===== config.mk =====
export PLATFORM = sky130hd
export DESIGN_NAME = fetch_stage
export DESIGN_NICKNAME = d
export VERILOG_FILES = /design/src/rtl/fetch_stage.sv
export SDC_FILE = /design/constraint.sdc
export NUM_CORES = 1
export LEC_CHECK = 0
export CAP_MARGIN = 20
export CORE_UTILIZATION = 40
export DETAILED_ROUTE_END_ITERATION = 10
export GPL_TIMING_DRIVEN = 0
export SYNTH_ARGS = -nofsm -noshare
export SYNTH_HDL_FRONTEND = slang
export SYNTH_SLANG_ARGS = --single-unit

===== constraint.sdc =====
create_clock -name clk -period 3.5 [get_ports clk]
set_input_delay 0.525 -clock clk [delete_from_list [all_inputs] [get_ports clk]]
set_output_delay 0.525 -clock clk [all_outputs]
set_load 0.1 [all_outputs]

===== src/rtl/fetch_stage.sv =====
// Instruction-fetch stage with IF/ID pipeline register. Handles memory wait
// states, decode stalls (via a one-entry hold buffer), redirects and flushes.
module fetch_stage #(
   parameter int               XLEN      = 32,
   parameter logic [XLEN-1:0]  RESET_PC  = '0,
   parameter logic [31:0]      NOP_INSTR = 32'h0000_0013
) (
   input  logic            clk,
   input  logic            rst_n,
   output logic            imem_req,
   output logic [XLEN-1:0] imem_addr,
   input  logic            imem_ready,
   input  logic [31:0]     imem_rdata,
   input  logic            stall_d,
   input  logic            flush_d,
   input  logic            pc_src_e,
   input  logic [XLEN-1:0] pc_target_e,
   output logic [31:0]     instr_d,
   output logic [6:0]      op_d,
   output logic [XLEN-1:0] pc_d,
   output logic [XLEN-1:0] pc_plus4_d,
   output logic            valid_d
);

   typedef enum logic [1:0] {
      BOOT  = 2'b00,
      FETCH = 2'b01,
      HOLD  = 2'b10
   } state_e;

   localparam logic [XLEN-1:0] PC_STEP  = XLEN'(4);
   localparam logic [XLEN-1:0] LOW_MASK = ~XLEN'(3);

   state_e          state_q, state_d;
   logic            req_q, req_d;
   logic [XLEN-1:0] pc_f_q, pc_f_d;

   logic [31:0]     ifid_instr_q, ifid_instr_d;
   logic [XLEN-1:0] ifid_pc_q, ifid_pc_d;
   logic [XLEN-1:0] ifid_pc4_q, ifid_pc4_d;
   logic            ifid_vld_q, ifid_vld_d;

   logic [31:0]     hold_instr_q, hold_instr_d;
   logic [XLEN-1:0] hold_pc_q, hold_pc_d;
   logic [XLEN-1:0] hold_pc4_q, hold_pc4_d;
   logic            hold_full_q, hold_full_d;

   logic            complete;
   logic [XLEN-1:0] pc_next;

   // A response arriving alongside a redirect belongs to the wrong path.
   assign complete = req_q & imem_ready & ~pc_src_e;
   assign pc_next  = pc_f_q + PC_STEP;

   always_comb begin
      state_d      = state_q;
      pc_f_d       = pc_f_q;
      ifid_instr_d = ifid_instr_q;
      ifid_pc_d    = ifid_pc_q;
      ifid_pc4_d   = ifid_pc4_q;
      ifid_vld_d   = ifid_vld_q;
      hold_instr_d = hold_instr_q;
      hold_pc_d    = hold_pc_q;
      hold_pc4_d   = hold_pc4_q;
      hold_full_d  = hold_full_q;

      case (state_q)
         BOOT: begin
            state_d = FETCH;
         end
         FETCH: begin
            if (complete) begin
               pc_f_d = pc_next;
               // IF/ID cannot take it (stalled or being flushed): park it.
               if (stall_d || flush_d) begin
                  hold_instr_d = imem_rdata;
                  hold_pc_d    = pc_f_q;
                  hold_pc4_d   = pc_next;
                  hold_full_d  = 1'b1;
                  state_d      = HOLD;
               end else begin
                  ifid_instr_d = imem_rdata;
                  ifid_pc_d    = pc_f_q;
                  ifid_pc4_d   = pc_next;
                  ifid_vld_d   = 1'b1;
               end
            end else if (!stall_d) begin
               ifid_instr_d = NOP_INSTR;
               ifid_vld_d   = 1'b0;
            end
         end
         HOLD: begin
            if (!stall_d && !flush_d) begin
               ifid_instr_d = hold_instr_q;
               ifid_pc_d    = hold_pc_q;
               ifid_pc4_d   = hold_pc4_q;
               ifid_vld_d   = hold_full_q;
               hold_full_d  = 1'b0;
               state_d      = FETCH;
            end
         end
         default: begin
            state_d = FETCH;
         end
      endcase

      if (flush_d) begin
         ifid_instr_d = NOP_INSTR;
         ifid_vld_d   = 1'b0;
      end

      if (pc_src_e) begin
         pc_f_d      = pc_target_e & LOW_MASK;
         hold_full_d = 1'b0;
         state_d     = (state_q == BOOT) ? BOOT : FETCH;
      end

      req_d = (state_d == FETCH);
   end

   always_ff @(posedge clk or negedge rst_n) begin
      if (!rst_n) begin
         state_q      <= BOOT;
         req_q        <= 1'b0;
         pc_f_q       <= RESET_PC;
         ifid_instr_q <= NOP_INSTR;
         ifid_pc_q    <= '0;
         ifid_pc4_q   <= '0;
         ifid_vld_q   <= 1'b0;
         hold_instr_q <= NOP_INSTR;
         hold_pc_q    <= '0;
         hold_pc4_q   <= '0;
         hold_full_q  <= 1'b0;
      end else begin
         state_q      <= state_d;
         req_q        <= req_d;
         pc_f_q       <= pc_f_d;
         ifid_instr_q <= ifid_instr_d;
         ifid_pc_q    <= ifid_pc_d;
         ifid_pc4_q   <= ifid_pc4_d;
         ifid_vld_q   <= ifid_vld_d;
         hold_instr_q <= hold_instr_d;
         hold_pc_q    <= hold_pc_d;
         hold_pc4_q   <= hold_pc4_d;
         hold_full_q  <= hold_full_d;
      end
   end

   assign imem_req   = req_q;
   assign imem_addr  = pc_f_q;
   assign instr_d    = ifid_instr_q;
   assign op_d       = ifid_instr_q[6:0];
   assign pc_d       = ifid_pc_q;
   assign pc_plus4_d = ifid_pc4_q;
   assign valid_d    = ifid_vld_q;

endmodule


## Word level (Yosys, flattened, before mapping)

Cells that the tools add are included.

| storage, ports and cells | value |
|---|---|
| input port bits | 70 |
| output and inout port bits | 137 |
| word-level logic and storage cells | 76 |
| bits in registers | 229 |

| operators by class | value |
|---|---|
| reductions and logical operators | 15 |
| muxes and demuxes | 34 |
| equality and inequality tests | 12 |
| $add $sub $neg | 1 |
| bitwise logic cells | 3 |

Operator list:

| operator | count |
|---|---|
| $mux W32 | 14 |
| $pmux W32 S2 | 3 |
| $add A32 B3 Y32 const B | 1 |
| $ne A3 B3 Y1 const B | 4 |
| $reduce_and A4 Y1 | 3 |
| $mux W1 | 10 |
| $mux W2 | 4 |
| $ne A4 B4 Y1 const B | 2 |
| $ne A2 B2 Y1 const B | 3 |
| $reduce_bool A2 Y1 | 3 |
| $reduce_bool A3 Y1 | 2 |
| $eq A2 B1 Y1 const B | 2 |
| $pmux W1 S2 | 2 |
| $pmux W2 S2 | 1 |
| $reduce_and A3 Y1 | 1 |
| $and A1 B1 Y1 | 2 |
| $eq A2 B2 Y1 const B | 1 |
| $logic_not A1 Y1 | 2 |
| $logic_not A2 Y1 | 1 |
| $reduce_and A2 Y1 | 1 |
| $logic_and A1 B1 Y1 | 1 |
| $logic_or A1 B1 Y1 | 1 |
| $not A1 Y1 | 1 |

## Longest topological paths before layout

| depth | value |
|---|---|
| depth after elaboration | 6 |
| gate-level depth with buffers | 10 |
| mapped depth without buffers | 7 |

## Worst setup path before layout

OpenSTA, ideal clock, no wires.

| timing path | value |
|---|---|
| path kind | register to register |
| start point | register pc_f_q[2] (netlist: imem_addr[2]) |
| end point | register ifid_pc4_q[28] (netlist: pc_plus4_d[28]) |
| setup slack | 0.698 ns |
| data required time | 3.365 ns |
| buffers on the path | 0 |
| setup time | 0.135 ns |
| period minus slack after synthesis | 2.802 ns |
| arrival | 2.667 ns |
| stages on the path, launching flop included | 7 |
| cell sequence | dfrtp_1 -> ha_1 -> nand4_4 -> or4_1 -> nor3_1 -> xnor2_1 -> o211ai_1 |

| between the ends | value |
|---|---|
| cells in the longest elaborated chain, start to end | 4 |

RTL lines:

| element | line | source |
|---|---|---|
| from (decl) | 36 | `logic [XLEN-1:0] pc_f_q, pc_f_d;` |
| from (signal assigned) | 137 | `pc_f_q <= pc_f_d;` |
| $add A32 B3 Y32 | 53 | `assign pc_next = pc_f_q + PC_STEP;` |
| $mux W32 | 75 | `if (stall_d \|\| flush_d) begin` |
| $mux W32 | 72 | `if (complete) begin` |
| $pmux W32 S2 | 67 | `case (state_q)` |
| to (signal assigned) | 140 | `ifid_pc4_q <= ifid_pc4_d;` |
| to (decl) | 40 | `logic [XLEN-1:0] ifid_pc4_q, ifid_pc4_d;` |

Every way passes these cells. The select of a mux whose other input is x is not followed.
A chain may end at the register's enable or synchronous reset.

## Worst setup path in the final report

| timing path | value |
|---|---|
| start point | register state_q[1] |
| end point | register hold_pc4_q[12] |

| between the ends | value |
|---|---|
| cells in the longest elaborated chain, start to end | 2 |

RTL lines:

| element | line | source |
|---|---|---|
| from (decl) | 34 | `state_e state_q, state_d;` |
| from (signal assigned) | 135 | `state_q <= state_d;` |
| $eq A2 B1 Y1 | 67 |  |
| $reduce_and A3 Y1 (no line) | -- |  |
| to (signal assigned) | 144 | `hold_pc4_q <= hold_pc4_d;` |
| to (decl) | 45 | `logic [XLEN-1:0] hold_pc4_q, hold_pc4_d;` |

Every way passes these cells.

==> results.sh <==
export IMPL_synth_async_reset_ratio=1.00
export IMPL_max_stage_delay_ns=0.75
export IMPL_critical_path_slowest_cell="nor4b_1"
export IMPL_p_total_mw=12.0
export IMPL_relSlewSlack=0.263
export IMPL_start_kind="register"
export IMPL_fin_crit_ns=3.14
export IMPL_worstSkewPairLatency_ns=0.53
export IMPL_cp_common_cell="buf_2"
export IMPL_drtAntennaViolNets=0
export IMPL_gr_usage_all_layers=0.222
export IMPL_ys_types=58
export IMPL_die_area_mm2=0.0264
export IMPL_finalWirelength_um=29000
export IMPL_grt_start_max_net_pins=97
export IMPL_cts_setup_buffers=0
export IMPL_cts_buffer_depth=3
export IMPL_fp_dieH_um=162
export IMPL_place_gp_congestion=0.824
export IMPL_io_buffers=198
export IMPL_met2_wirelength_um=13500
export IMPL_top_layer="met4"
export IMPL_synth_edff_count=0
export IMPL_dpl_hpwl_um=20500
export IMPL_worstPathRequired_ns=3.89
export IMPL_postSynthAreaPerCell_um2=10.4
export IMPL_powerDensity_mw_per_mm2=887
export IMPL_routed_via_density=5.14
export IMPL_drt_initial_drc_count=517
export IMPL_post_route_period_util=0.897
export IMPL_worst_slew_pin_slew_ns=1.10
export IMPL_ys_seq_area_frac=0.534
export IMPL_synthesis_area_mm2=0.0103
export IMPL_diodes=0
export IMPL_synth_largest_area_cell="dfrtp_1"
export IMPL_initial_core_util=0.408
export IMPL_grt_pass1_vias=7981
export IMPL_whs_ns=0.476
export IMPL_fin_nets=1292
export IMPL_dominantRegCellSynth="dfrtp_1"
export IMPL_place_area_mm2=0.0128
export IMPL_crit_fanout=10
export IMPL_synth_top_area_frac=0.518
export IMPL_ir_drop_mv=0.520
export IMPL_tns_ns=0
export IMPL_m1WireLength_um=13300
export IMPL_max_clock_freq_mhz=319
export IMPL_root_buffer="clkbuf_16"
export IMPL_setup_viol=0
export IMPL_hold_viol=0
export IMPL_path_cells="inv_1 > ha_1 > buf_2 > nor4b_1 > clkbuf_1 > buf_2 > buf_2 > a21oi_1"
export IMPL_fin_skew_ns=0.0106
export IMPL_die_w_um=162
export IMPL_rsz0062_at_grt="no"
export IMPL_syn_inst=985
export IMPL_drv_cap=0
export IMPL_status="finished, final reports clean"
export IMPL_post_route_drc_count=0
export IMPL_final_max_slew_viol_count=0
export IMPL_synth_area_leaders="dfrtp_1 (52%), mux2_2 (7.4%), nand2_1 (4.9%)"
export IMPL_arrival_ns=3.53
export IMPL_clock_sinks=219
export IMPL_fillCellCount=2281
export IMPL_cts_clk_slew_worst_paths_ns=0.06
export IMPL_leakagePower_nw=5.42
export IMPL_vias=8057
export IMPL_rows=58
export IMPL_ys_ff_latch=219
export IMPL_multi_input_area_mm2=0.00431
export IMPL_cts_buffers=25
export IMPL_cts_tree="done"
export IMPL_firstDrtPassIters=5
export IMPL_final_cell_area_mm2=0.0136
export IMPL_antenna_found_initial=0
export IMPL_core_mm2=0.0252
export IMPL_min_path_type="register to register"
export IMPL_boundaryPins=207
export IMPL_worstSetupEndpointType="register"
export IMPL_seq_area_mm2=0.00549
export IMPL_grt_first_pass_wirelength_um=45200
export IMPL_drive_gt1_frac=0.142
export IMPL_cts_resized=0
export IMPL_wl_met3_um=1520
export IMPL_path_class="register to register"
export IMPL_syn_to_final_growth_pct=31.7
export IMPL_htreeDepth=1
export IMPL_grt_overflow_total=0
export IMPL_yosys_warnings=0
export IMPL_post_drt_wl_per_cell_um=18.5
-- power breakdown --
group / internal (mW) / leakage, nW / switching, mW / total (mW)
Clock: 1.48 / 0.384 / 1.04 / 2.53
Sequential: 3.46 / 2.70 / 0.518 / 3.98
Combinational: 1.48 / 2.34 / 4.04 / 5.51
-- cell type report --
class	instances	share of cell area
Multi-Input combinational cell	666	0.318
Clock buffer	40	0.0533
Timing Repair Buffer	201	0.151
Tap cell	330	0.0305
Buffer	95	0.0350
Sequential cell	219	0.405
Clock inverter	6	0.00434
Inverter	10	0.00277
-- state kept, by name, indices dropped and copies added (netlist names), 2 cells and up --
register      flops
pc_d             30
hold_pc_q        30
pc_plus4_d       30
state_q           2
imem_addr        30
hold_instr_q     32
hold_pc4_q       30
instr_d          32
-- cell families after synthesis --
group	synth area share
AOI/OAI and AO/OA	0.118
xor gates and xnor gates	0.0434
adders and majority gates	0.00487
buffers and inverters	0.0498
DFF	0.534
muxes	0.110
other	0.000365
and+or+nand+nor	0.140
-- timing repair --
action,4_1_cts,5_1_grt
hold buffers,1,0
setup endpoints to repair,0,0
hold endpoints to repair,58,0
-- cells in the final DEF (no fill, tap or decap), drive strengths merged, types with 5 or more instances in the layout --
master,count
nand3,30
nor3,21
dfrtp,213
nor4,11
nand4,9
xor2,17
dfstp,6
a21oi,37
a211oi,5
xnor2,34
and3,7
mux2,68
clkbuf,87
nor2,57
buf,51
clkdlybuf4s50,197
o21ai,113
nand2,133
o211ai,12
inv,11
mux2i,37
a22oi,29
conb,6
-- critical path, delay by kind of cell (launching register included) --
kind                     cells  cell delay (ns)
AND/OR/NAND/NOR              1             0.75
adder cells (fa/ha/maj)      1             0.14
flip-flops                   1             0.40
buffers and inverters        5             1.60
AO/OA/AOI/OAI                1             0.10
-- layer usage --
layer / vias up / track usage
li1: 3859 / -
met5: - / 0
met1: 3916 / 0.313
met3: 35 / 0.0306
met2: 247 / 0.359
met4: 0 / 0.0575
-- synth_stat cells (all sizes together), types with 6 or more instances --
cell      n
dfrtp   213
nand2   133
o21ai   113
mux2     68
nor2     57
buf      48
clkbuf   47
a21oi    37
mux2i    37
xnor2    34
nand3    30
a22oi    29
nor3     21
xor2     17
o211ai   12
nor4     11
inv      10
nand4     9
and3      7
dfstp     6
-- worst paths after layout --
check                                 from        endpoint  slack (ns)  cells after the start
min in group asynchronous            rst_n     instr_d[21]        0.51                      2
worst min-delay path              pc_d[26]        pc_d[26]        0.48                      2
worst min register to register    pc_d[26]        pc_d[26]        0.48                      2
worst max-delay path            state_q[1]  hold_pc4_q[12]        0.36                      8
worst max register to register  state_q[1]  hold_pc4_q[12]        0.36                      8
max in group asynchronous            rst_n         pc_d[6]        1.81                      4
-- metrics by stage --
| step | setup slack, ns | cells | util |
|---|---|---|---|
| after floorplan | 0.698 | 990 | - |
| after global placement | -7.71 | 1518 | 0.504 |
| after detailed placement | -0.0904 | 1520 | 0.507 |
| after CTS | 0.394 | 1567 | 0.538 |
| after global routing | 0.195 | 1567 | 0.538 |
| final | 0.362 | 1567 | 0.538 |
No activity file was read; power rests on OpenSTA's default activity.
